$ cat src/rtl/rs_chien_ctrl.sv
// Chien-search job sequencer: launches the root generator, counts per-lane locator
// zeros over a full search, streams the pad-masked position beats and reports the verdict.
module rs_chien_ctrl #(
  parameter int unsigned SYMB_WIDTH      = 8,
  parameter int unsigned ROOTS_PER_CYCLE = 4,
  parameter int unsigned CYCLES_NUM      = 64,
  parameter int unsigned N_LEN           = 255,
  parameter int unsigned T_MAX           = 8,
  localparam int unsigned DW = $clog2(T_MAX + 1),
  localparam int unsigned CW = $clog2(T_MAX + 2)
) (
  input  logic                       aclk,
  input  logic                       aresetn,
  input  logic                       job_vld,
  output logic                       job_rdy,
  input  logic [DW-1:0]              job_deg,
  output logic                       gen_start,
  input  logic                       eval_vld,
  input  logic [ROOTS_PER_CYCLE-1:0] eval_zero,
  output logic                       pos_vld,
  output logic [SYMB_WIDTH-1:0]      pos_base,
  output logic [ROOTS_PER_CYCLE-1:0] pos_mask,
  output logic                       done_vld,
  input  logic                       done_rdy,
  output logic [CW-1:0]              done_cnt,
  output logic                       done_fail
);

  localparam int unsigned BW  = (CYCLES_NUM > 1) ? $clog2(CYCLES_NUM) : 1;
  localparam int unsigned PW  = SYMB_WIDTH + 1;
  localparam int unsigned PCW = $clog2(ROOTS_PER_CYCLE + 1);
  localparam logic [BW-1:0] LAST_BEAT = BW'(CYCLES_NUM - 1);

  localparam logic [1:0] S_IDLE  = 2'd0;
  localparam logic [1:0] S_START = 2'd1;
  localparam logic [1:0] S_SCAN  = 2'd2;
  localparam logic [1:0] S_DONE  = 2'd3;

  logic [1:0]                 state_q, state_d;
  logic [DW-1:0]              deg_q, deg_d;
  logic [BW-1:0]              beat_q, beat_d;
  logic [CW-1:0]              root_q, root_d;
  logic                       pos_vld_q, pos_vld_d;
  logic [SYMB_WIDTH-1:0]      pos_base_q, pos_base_d;
  logic [ROOTS_PER_CYCLE-1:0] pos_mask_q, pos_mask_d;

  logic [PW-1:0]              base_ext;
  logic [ROOTS_PER_CYCLE-1:0] lane_mask;
  logic [PCW-1:0]             hits;
  logic [CW:0]                root_sum;
  logic                       beat_fire;

  // Lane positions use one extra bit so base+i past 2^SYMB_WIDTH-1 is still seen as pad.
  always_comb begin
    base_ext  = PW'(beat_q) * PW'(ROOTS_PER_CYCLE);
    lane_mask = '0;
    hits      = '0;
    for (int unsigned i = 0; i < ROOTS_PER_CYCLE; i++) begin
      if ((base_ext + PW'(i)) < PW'(N_LEN)) lane_mask[i] = eval_zero[i];
    end
    for (int unsigned i = 0; i < ROOTS_PER_CYCLE; i++) begin
      hits = hits + PCW'(lane_mask[i]);
    end
    beat_fire = eval_vld && (state_q == S_SCAN);
    root_sum  = {1'b0, root_q} + (CW+1)'(hits);
  end

  always_comb begin
    state_d    = state_q;
    deg_d      = deg_q;
    beat_d     = beat_q;
    root_d     = root_q;
    pos_vld_d  = beat_fire;
    pos_base_d = beat_fire ? base_ext[SYMB_WIDTH-1:0] : '0;
    pos_mask_d = beat_fire ? lane_mask : '0;
    case (state_q)
      S_IDLE: begin
        if (job_vld) begin
          deg_d  = job_deg;
          root_d = '0;
          if ((job_deg == '0) || (job_deg > DW'(T_MAX))) state_d = S_DONE;
          else                                           state_d = S_START;
        end
      end
      S_START: begin
        beat_d  = '0;
        root_d  = '0;
        state_d = S_SCAN;
      end
      S_SCAN: begin
        if (beat_fire) begin
          beat_d = beat_q + BW'(1);
          root_d = (root_sum > {1'b0, {CW{1'b1}}}) ? '1 : root_sum[CW-1:0];
          if (beat_q == LAST_BEAT) state_d = S_DONE;
        end
      end
      default: begin
        if (done_rdy) state_d = S_IDLE;
      end
    endcase
  end

  always_ff @(posedge aclk or negedge aresetn) begin
    if (!aresetn) begin
      state_q    <= S_IDLE;
      deg_q      <= '0;
      beat_q     <= '0;
      root_q     <= '0;
      pos_vld_q  <= 1'b0;
      pos_base_q <= '0;
      pos_mask_q <= '0;
    end else begin
      state_q    <= state_d;
      deg_q      <= deg_d;
      beat_q     <= beat_d;
      root_q     <= root_d;
      pos_vld_q  <= pos_vld_d;
      pos_base_q <= pos_base_d;
      pos_mask_q <= pos_mask_d;
    end
  end

  // A saturated count exceeds T_MAX >= deg, so it always reads as a mismatch.
  assign job_rdy   = (state_q == S_IDLE);
  assign gen_start = (state_q == S_START);
  assign done_vld  = (state_q == S_DONE);
  assign done_cnt  = done_vld ? root_q : '0;
  assign done_fail = done_vld && ((root_q != CW'(deg_q)) || (deg_q > DW'(T_MAX)));
  assign pos_vld   = pos_vld_q;
  assign pos_base  = pos_base_q;
  assign pos_mask  = pos_mask_q;

endmodule
$ cat config.mk
export PLATFORM = sky130hd
export DESIGN_NAME = rs_chien_ctrl
export DESIGN_NICKNAME = d
export VERILOG_FILES = /design/src/rtl/rs_chien_ctrl.sv
export SDC_FILE = /design/constraint.sdc
export NUM_CORES = 1
export LEC_CHECK = 0
export CELL_PAD_IN_SITES_DETAIL_PLACEMENT = 1
export CELL_PAD_IN_SITES_GLOBAL_PLACEMENT = 1
export CORE_UTILIZATION = 34
export CTS_CLUSTER_DIAMETER = 30
export DETAILED_ROUTE_END_ITERATION = 10
export PLACE_DENSITY = 0.86
export SYNTH_ARGS = -nofsm -noshare
export SYNTH_HDL_FRONTEND = slang
export SYNTH_SLANG_ARGS = --single-unit
$ cat constraint.sdc
create_clock -name aclk -period 2.3 [get_ports aclk]
set_input_delay 0.46 -clock aclk [delete_from_list [all_inputs] [get_ports aclk]]
set_output_delay 0.46 -clock aclk [all_outputs]
set_load 0.01 [all_outputs]
# After elaboration in Yosys (flattened, before gate mapping)

Cells that the tools add are included.

Output and inout bits: 21
Bits in registers: 29
Word-level logic and storage cells: 62
Input port bits: 13

Add/subtract/negate cells: 8
Multiplexer cells: 19
Order comparisons: 7
Eq/ne operators: 8
Reduce and logical (&&, ||, !) cells: 13

Operators with widths:

| cell                                                                             | number |
|---|---|
| 9-bit by 8-bit less-than comparator with 1-bit output (second input constant)    | 3 |
| 4-bit 2-to-1 mux                                                                 | 5 |
| 8-bit by 2-bit adder with 9-bit output (second input constant)                   | 2 |
| 4-bit case mux with 3 select lines                                               | 1 |
| 6-bit case mux with 2 select lines                                               | 1 |
| 2-bit 2-to-1 mux                                                                 | 5 |
| 8-bit by 1-bit adder with 9-bit output (second input constant)                   | 1 |
| 4-bit greater-than comparator (second input constant)                            | 2 |
| 8-bit less-than comparator (second input constant)                               | 1 |
| 8-bit 2-to-1 mux                                                                 | 1 |
| 6-bit by 1-bit adder with 6-bit output (second input constant)                   | 1 |
| 6-bit equality test (second input constant)                                      | 1 |
| 6-bit 2-to-1 mux                                                                 | 1 |
| 2-bit case mux with 3 select lines                                               | 1 |
| 4-bit by 3-bit adder with 5-bit output                                           | 1 |
| 5-bit by 4-bit greater-than comparator with 1-bit output (second input constant) | 1 |
| 2-bit equality test (second input constant)                                      | 2 |
| 4-bit zero test                                                                  | 1 |
| 1-bit 2-to-1 mux                                                                 | 4 |
| 2-bit != test (second input constant)                                            | 2 |
| 4-bit != test                                                                    | 1 |
| 2-bit AND reduction                                                              | 2 |
| 4-bit AND reduction                                                              | 1 |
| 4-bit nonzero test                                                               | 1 |
| 11 further kinds                                                                 | 13 |

# Longest topological paths before layout

Depth in word-level cells: 11
Gate-level depth with buffers: 9
Gate-level depth less buffers: 9

# Worst setup path before layout

No wires, ideal clock.

Path kind: in2reg
Start point: in eval_zero[0]
End point: reg root_q[3]
Library setup time: 0.144 ns
Path buffers: 0
Arrival: 2.231 ns
Data required time: 2.156 ns
Slack: -0.075 ns
Stages on the path: 5
Path through: fa_1 fa_1 fa_1 o41ai_1 a21oi_1

Longest elaborated chain between the ends: 9

RTL lines:

| item                                                     | RTL line | source |
|---|---|---|
| start, declared                                          | 19       | `input logic [ROOTS_PER_CYCLE-1:0] eval_zero,` |
| 1-bit 2-to-1 mux *                                       | 59       | `if ((base_ext + PW'(i)) < PW'(N_LEN)) lane_mask[i] = eval_zero[i];` |
| 1-bit by 1-bit adder with 2-bit output *                 | 62       | `hits = hits + PCW'(lane_mask[i]);` |
| 2-bit by 1-bit adder with 3-bit output *                 | 62       |  |
| 3-bit by 1-bit adder with 3-bit output *                 | 62       |  |
| 4-bit by 3-bit adder with 5-bit output *                 | 65       | `root_sum = {1'b0, root_q} + (CW+1)'(hits);` |
| 5-bit by 4-bit greater-than comparator with 1-bit output | 93       | `root_d = (root_sum > {1'b0, {CW{1'b1}}}) ? '1 : root_sum[CW-1:0];` |
| 4-bit 2-to-1 mux *                                       | 93       |  |
| 4-bit 2-to-1 mux *                                       | 91       | `if (beat_fire) begin` |
| 4-bit case mux with 3 select lines *                     | 76       | `case (state_q)` |
| end signal, assigned                                     | 116      | `root_q <= root_d;` |
| end, declared                                            | 42       | `logic [CW-1:0] root_q, root_d;` |

Every way passes the cells marked *; elsewhere a longest branch is shown, timed or not. The select of a mux whose other input is x is not followed.
A chain may end at the register's enable or synchronous reset.

# Worst setup path in the final report

Start point: in eval_zero[1]
End point: reg root_q[1]

The elaborated chain is that of the path after synthesis.

==> impl_results.md <==
* Post-synthesis sequential area ratio at 0.478
* Residual DRC count at 0
* Gr usage total at 0.180
* Synth Area in Adders at 0.0956
* Cell Pwr Density at between 1000 and 1500 mW/mm2
* WL final at 3650 um
* Min-delay worst type: in2reg
* Worst setup margin at between 0.05 and 0.06 ns
* Reg power frac at 0.356
* Htree depth at 1
* Critical path startpoint category: input pin
* Met1 usage at 0.213
* Synth warn at 0
* Psw at ~860 uW
* Total Power at between 2 and 2.5 mW
* Max-slew headroom at 0.591
* NumNets Final at 199
* Post-Synthesis Cells at about 140
* Placer Congestion at ~0.8
* CTS sink count at 27
* Sw frac at 0.405
* Chip width at between 60 and 70 um
* Global Route met2 Usage at 0.305
* I/O Pins at 34
* Most frequent cell after synthesis: dfrtp_1
* Via Count at around 1,200
* Initial antenna violation count at 0
* Iteration count of the initial detailed-routing pass at 4
* Grt peak-use layer: met2
* Final cycle utilization of the critical path at 0.974
* Tmin final at around 2.2 ns
* Antenna-violating nets left at 0
* Main combinational cell family by area after synthesis: simple AND/OR/NAND/NOR gates
* Clock Skews at ~0.007 ns
* Main area contributors after synthesis: dfrtp_1 48%, ha_1 5.3%, and3_1 4.9%
* Vias per std cell at about 5.2
* Status: completed
* CP Data Required Time at ~2.5 ns
* Final setup viols at 0
* Yosys reg bits at 27
* Final hold viol count at 0
* Crit path from: eval_zero[1]
* Grt total ovfl at 0
* Core area at approximately 0.0040 mm2
* First-pass GRT wire length at about 5800 um
* Fraction of registers with async set/reset at 1.00
* Syn Area/Cell at about 10 um2
* Largest net degree at the start of global routing at 28
* Skew-Pair Late Insertion Delay at approximately 0.28 ns
* Crit path max fanout at 4
* Detailed placer's ending HPWL at between 2000 and 3000 um
* Synth top cells by count: 27 x dfrtp_1, 13 x inv_1, 11 x and3_1, 9 x nand2_1, 8 x a21oi_1
* Num rows at 23
* Fillers at ~460
* Syn-to-layout area delta at 35.3%
* CTS tree: yes
* DIE AREA at 0.00442 mm2
* Fraction of the mapped netlist area in compound gates at 0.134
* Pre-CTS WS at -0.545 ns
* Post-synth EDFFs at 0
* Worst-path clk slew at 0.09 ns
* Peak Freq at 446 MHz
* Max-slew violations at 0
* Longest Clk Path Bufs at 2
* Internal at 1.27 mW
* Yosys top cell by area: dfrtp_1
* Commonest register cell after synthesis: dfrtp_1
* Routed length per placed instance at 16.2 um
* Critical path endpoint: root_q[1]$_DFFE_PN0P_
* Initial Util at 0.353
* Mux cell area share after synthesis at 0.0540
* Worst Max-Slew Pin Slew at 0.614 ns
* Iter 0 DRT Violations at a little over 40
* Power share of the clock group at 0.134
* PortBufs at 31
* Leak Pwr at ~0.90 nW
* CP Class: in2reg
* Max_cap viols at 0
* GR Util met3 at 0.0342
* Setup crit end kind: flip-flop
* Layout cells sized above 1 at 0.165
* Max VDD drop at a little over 0.5 mV
* Worst reg2reg path depth at 9
* Vias in the first global route at between 1,000 and 1,500
* Worst reg2reg path startpoint: beat_q[4]$_DFFE_PN0P_
* Combinational Power Share at 0.510
* Inserted Diodes at 0
* FF-to-FF End: root_q[1]$_DFFE_PN0P_
* Synth unique cells at 35
* Reg2Reg Setup Slack at between 0.05 and 0.06 ns
* Die height at between 60 and 70 um
* Hold path start: eval_zero[0]
* RSZ-0062 raised after global routing: yes
* Root Driver: clkbuf_8
* Worst Path Arrival at 2.39 ns
* Fin Hold WS at about 0.47 ns
* Synth Cell Area at ~0.0014 mm2
* Share of the synthesized area in the top cell type at 0.478
* Hold_buf cts at 0
* Fraction of synthesized cell area in xor and xnor cells at 0.0372
* Post-Synth Simple-Gate Area at 0.139
* TritonCTS buffer count at 3
through the flow:
step	std cells	cell area, um2	utilization	setup TNS, ns
after floorplan	136	1420	-	0
after global placement	218	1820	0.454	-1.52
after detailed placement	218	1820	0.454	-1.86
after CTS	223	1880	0.470	-0.0949
after global routing	226	1910	0.478	-0.170
final	226	1910	0.478	0
worst min-delay path by stage:
stage                            endpoint  cells after the start
floorplan           beat_q[0]$_DFFE_PN0P_                      0
global placement     deg_q[2]$_DFFE_PN0P_                      1
global route        pos_mask[0]$_DFF_PN0_                      2
finish              pos_mask[0]$_DFF_PN0_                      2
detailed placement   deg_q[2]$_DFFE_PN0P_                      1
CTS                     pos_vld$_DFF_PN0_                      2
power groups by stage:
stage | clock network [mW] | logic (mW) | registers (mW)
after floorplan | 0 | 0.637 | 0.746
after global placement | 0 | 0.970 | 0.749
after detailed placement | 0 | 1.04 | 0.763
after CTS | 0.300 | 1.06 | 0.754
after global routing | 0.306 | 1.21 | 0.780
final | 0.286 | 1.09 | 0.758
worst max-delay path, cell delays in order:
cell and delay, ns:
clkdlybuf4s15_1 0.21, fa_1 0.50, fa_2 0.39, fa_2 0.38
and3_4 0.17, o211ai_1 0.19, o21ai_1 0.10
state kept, by name, indices dropped and copies added (netlist names):
| signal | cells |
|---|---|
| root_q | 4 |
| beat_q | 6 |
| deg_q | 4 |
| pos_vld | 1 |
| state_q | 2 |
| pos_base | 6 |
| pos_mask | 4 |
layout make-up:
type	count	area, um2	area share
Tap cell	50	62.6	0.0327
Multi-Input combinational cell	89	687	0.359
Clock inverter	1	7.51	0.00392
Sequential cell	27	676	0.353
Inverter	14	52.6	0.0275
Clock buffer	3	41.3	0.0216
Timing Repair Buffer	42	387	0.202
per-layer routing:
metal / share of wire / vias up
li1: - / 549
met5: 0 / -
met4: 0.036 / 0
met1: 0.43 / 571
met2: 0.48 / 40
met3: 0.050 / 11
layout by cell type (no fill, tap or decap), types with 3 or more instances in the layout:
master,Yosys,layout
a21oi_1,8,8
and2_1,4,4
and3_1,11,9
buf_4,2,11
clkbuf_8,0,3
clkdlybuf4s50_1,0,28
dfrtp_1,27,27
ha_1,6,5
inv_1,13,13
mux2_2,4,4
nand2_1,9,9
nand3_1,4,3
nor3_1,4,4
o211ai_1,3,3
o22ai_1,5,5
xor2_1,4,4
what timing repair did:
item,CTS,global route
gates resized for setup,7,5
setup endpoints to repair,5,9
cloned,0,0
buffers inserted,1,3
pin swaps,5,4
cells by family after synthesis:
family                   count (synthesis)
AO/OA/AOI/OAI                           28
adder cells (fa/ha/maj)                  9
AND/OR/NAND/NOR                         37
buffers and inverters                   20
flip-flops                              27
XOR/XNOR                                 6
other                                    1
multiplexers                             7
Note: power is estimated with default switching activity, not from simulation.
==> RTL change (config.mk and constraints unchanged) <==
The parameter `CYCLES_NUM` goes from 64 to 32.
--- a/src/rtl/rs_chien_ctrl.sv
+++ b/src/rtl/rs_chien_ctrl.sv
@@ -5,3 +5,3 @@
   parameter int unsigned ROOTS_PER_CYCLE = 4,
-  parameter int unsigned CYCLES_NUM      = 64,
+  parameter int unsigned CYCLES_NUM      = 32,
   parameter int unsigned N_LEN           = 255,
Behaviour: no difference found for any inputs over 10 cycles, from zero or initial values and one cycle with aresetn low; that may be too few to reach the edited logic, so the function may still have changed.
==> RTL change against the original RTL <==
Setup slack improved by 0.0071 ns. Sequential cell count decreased by 2. Routed wire length decreased by 19%. Combinational power decreased by 21%. Final area decreased by 6.4%. Via count decreased by 8.7%. Clock skew decreased by 0.0040 ns. Synthesized area decreased by 2.5%. First-iteration DRC count decreased by 4.9%. Total power decreased by 16%.
==> RTL change: results (changes against the original RTL) <==
stage	metric	value	unit	change
synthesis	Post-synth top cells	dfrtp_1, inv_1, nand2_1, nor2_1, o21ai_0		
sta	clock skew	0.00288	ns	-0.00399 ns
finish	Layout Nets	191		-4.0%
setup_path	worst reg2reg startpoint	root_q[0]		
clocking	clock slew at reported path FFs	0.09	ns	about the same
global_route	Total Routing Usage GR	15.6	%	-2.4 points
placed_design	Routability Congestion	0.691		-11%
global_route	pin count of the biggest net entering global routing	26		-7.1%
finish	fill count	445		-2.6%
drt	detailed-router iteration count before antenna repair	3		-1
status	status	finished, final reports clean		
global_route	first-pass GRT wire length	5040	um	-13%
clocking	postcts setup bufs	0		-1
setup_path	FF-to-FF path depth	8		-1
placed_design	placed inst area	1750	um^2	-3.7%
finish	ratio of cells with drive above 1 in the final layout	20.4	%	+3.9 points
drt	drt via density	4.97		-4.0%
drt	met2 wire length	1540	um	-13%
drt	met1 wire length	1240	um	-21%
synthesis	synth top area cells	dfrtp_1, ha_1, fa_1		
global_route	vias in the first global route	1129		-8.0%
power_and_ir_drop	leakage dissipation	0.866	nW	-3.7%
drt	DRT iter0 DRCs	39		-4.9%
placed_design	final HPWL from detailed placement	2330	um	-11%
drt	met3 wire length	123	um	-32%
synthesis	register area share after synthesis	45.4	%	-2.4 points
drt	routed length per instance	13.7	um	-15%
power_and_ir_drop	peak supply drop	0.000392	V	-22%
placed_design	input/output buffers	30		-3.2%
synthesis	Cell variety after synth	39		+11%
setup_path	worst-path fanout max	2		-2
synthesis	Synth top area share	45.4	%	-2.4 points
-- RTL change: logic make-up after synthesis --
| logic type | synth area share (%) |
|---|---|
| buffers and inverters | 6.90 |
| and+or+nand+nor | 16.3 |
| xor gates and xnor gates | 1.27 |
| muxes | 5.63 |
| AOI/OAI and AO/OA | 13.5 |
| other | 0.272 |
| DFF | 45.4 |
| adders and majority gates | 10.7 |
-- RTL change: cell type report --
class | instances | area (um^2) | share of cell area, %
Clock buffer | 3 | 41.3 | 2.31
Clock inverter | 1 | 5.00 | 0.280
Inverter | 12 | 45.0 | 2.52
Multi-Input combinational cell | 90 | 679 | 37.9
Sequential cell | 25 | 626 | 34.9
Tap cell | 48 | 60.1 | 3.35
Timing Repair Buffer | 36 | 334 | 18.7
-- RTL change: through the flow --
step	instances	setup WS [ns]	hold slack [ns]	utilization, %
2_1_floorplan	134	-0.0132	0.164	-
3_3_place_gp	211	-0.518	0.471	46.4
3_5_place_dp	211	-0.620	0.495	46.4
4_1_cts	215	0.000943	0.507	47.6
5_1_grt	215	-0.0244	0.497	47.5
6_report	215	0.0658	0.494	47.5
-- RTL change: layer usage --
metal	GRT usage, %	up-vias
met5	0	-
met4	5.71	0
met3	2.95	4
met2	28.1	28
met1	18.1	527
li1	-	510
-- RTL change: repair_timing --
item                                   4_1_cts  5_1_grt
pin swaps                                    2        0
endpoints found under the hold margin        0        0
hold buffers                                 0        0
gates resized for setup                      6        5
setup endpoints to repair                    5        2
-- RTL change: where the power goes --
group          total [mW]  leakage (nW)  internal (mW)  switching, mW
Clock               0.263        0.0255          0.121          0.142
Combinational       0.865         0.508          0.423          0.442
Sequential          0.655         0.332          0.547          0.108
Total                1.78         0.866           1.09          0.693
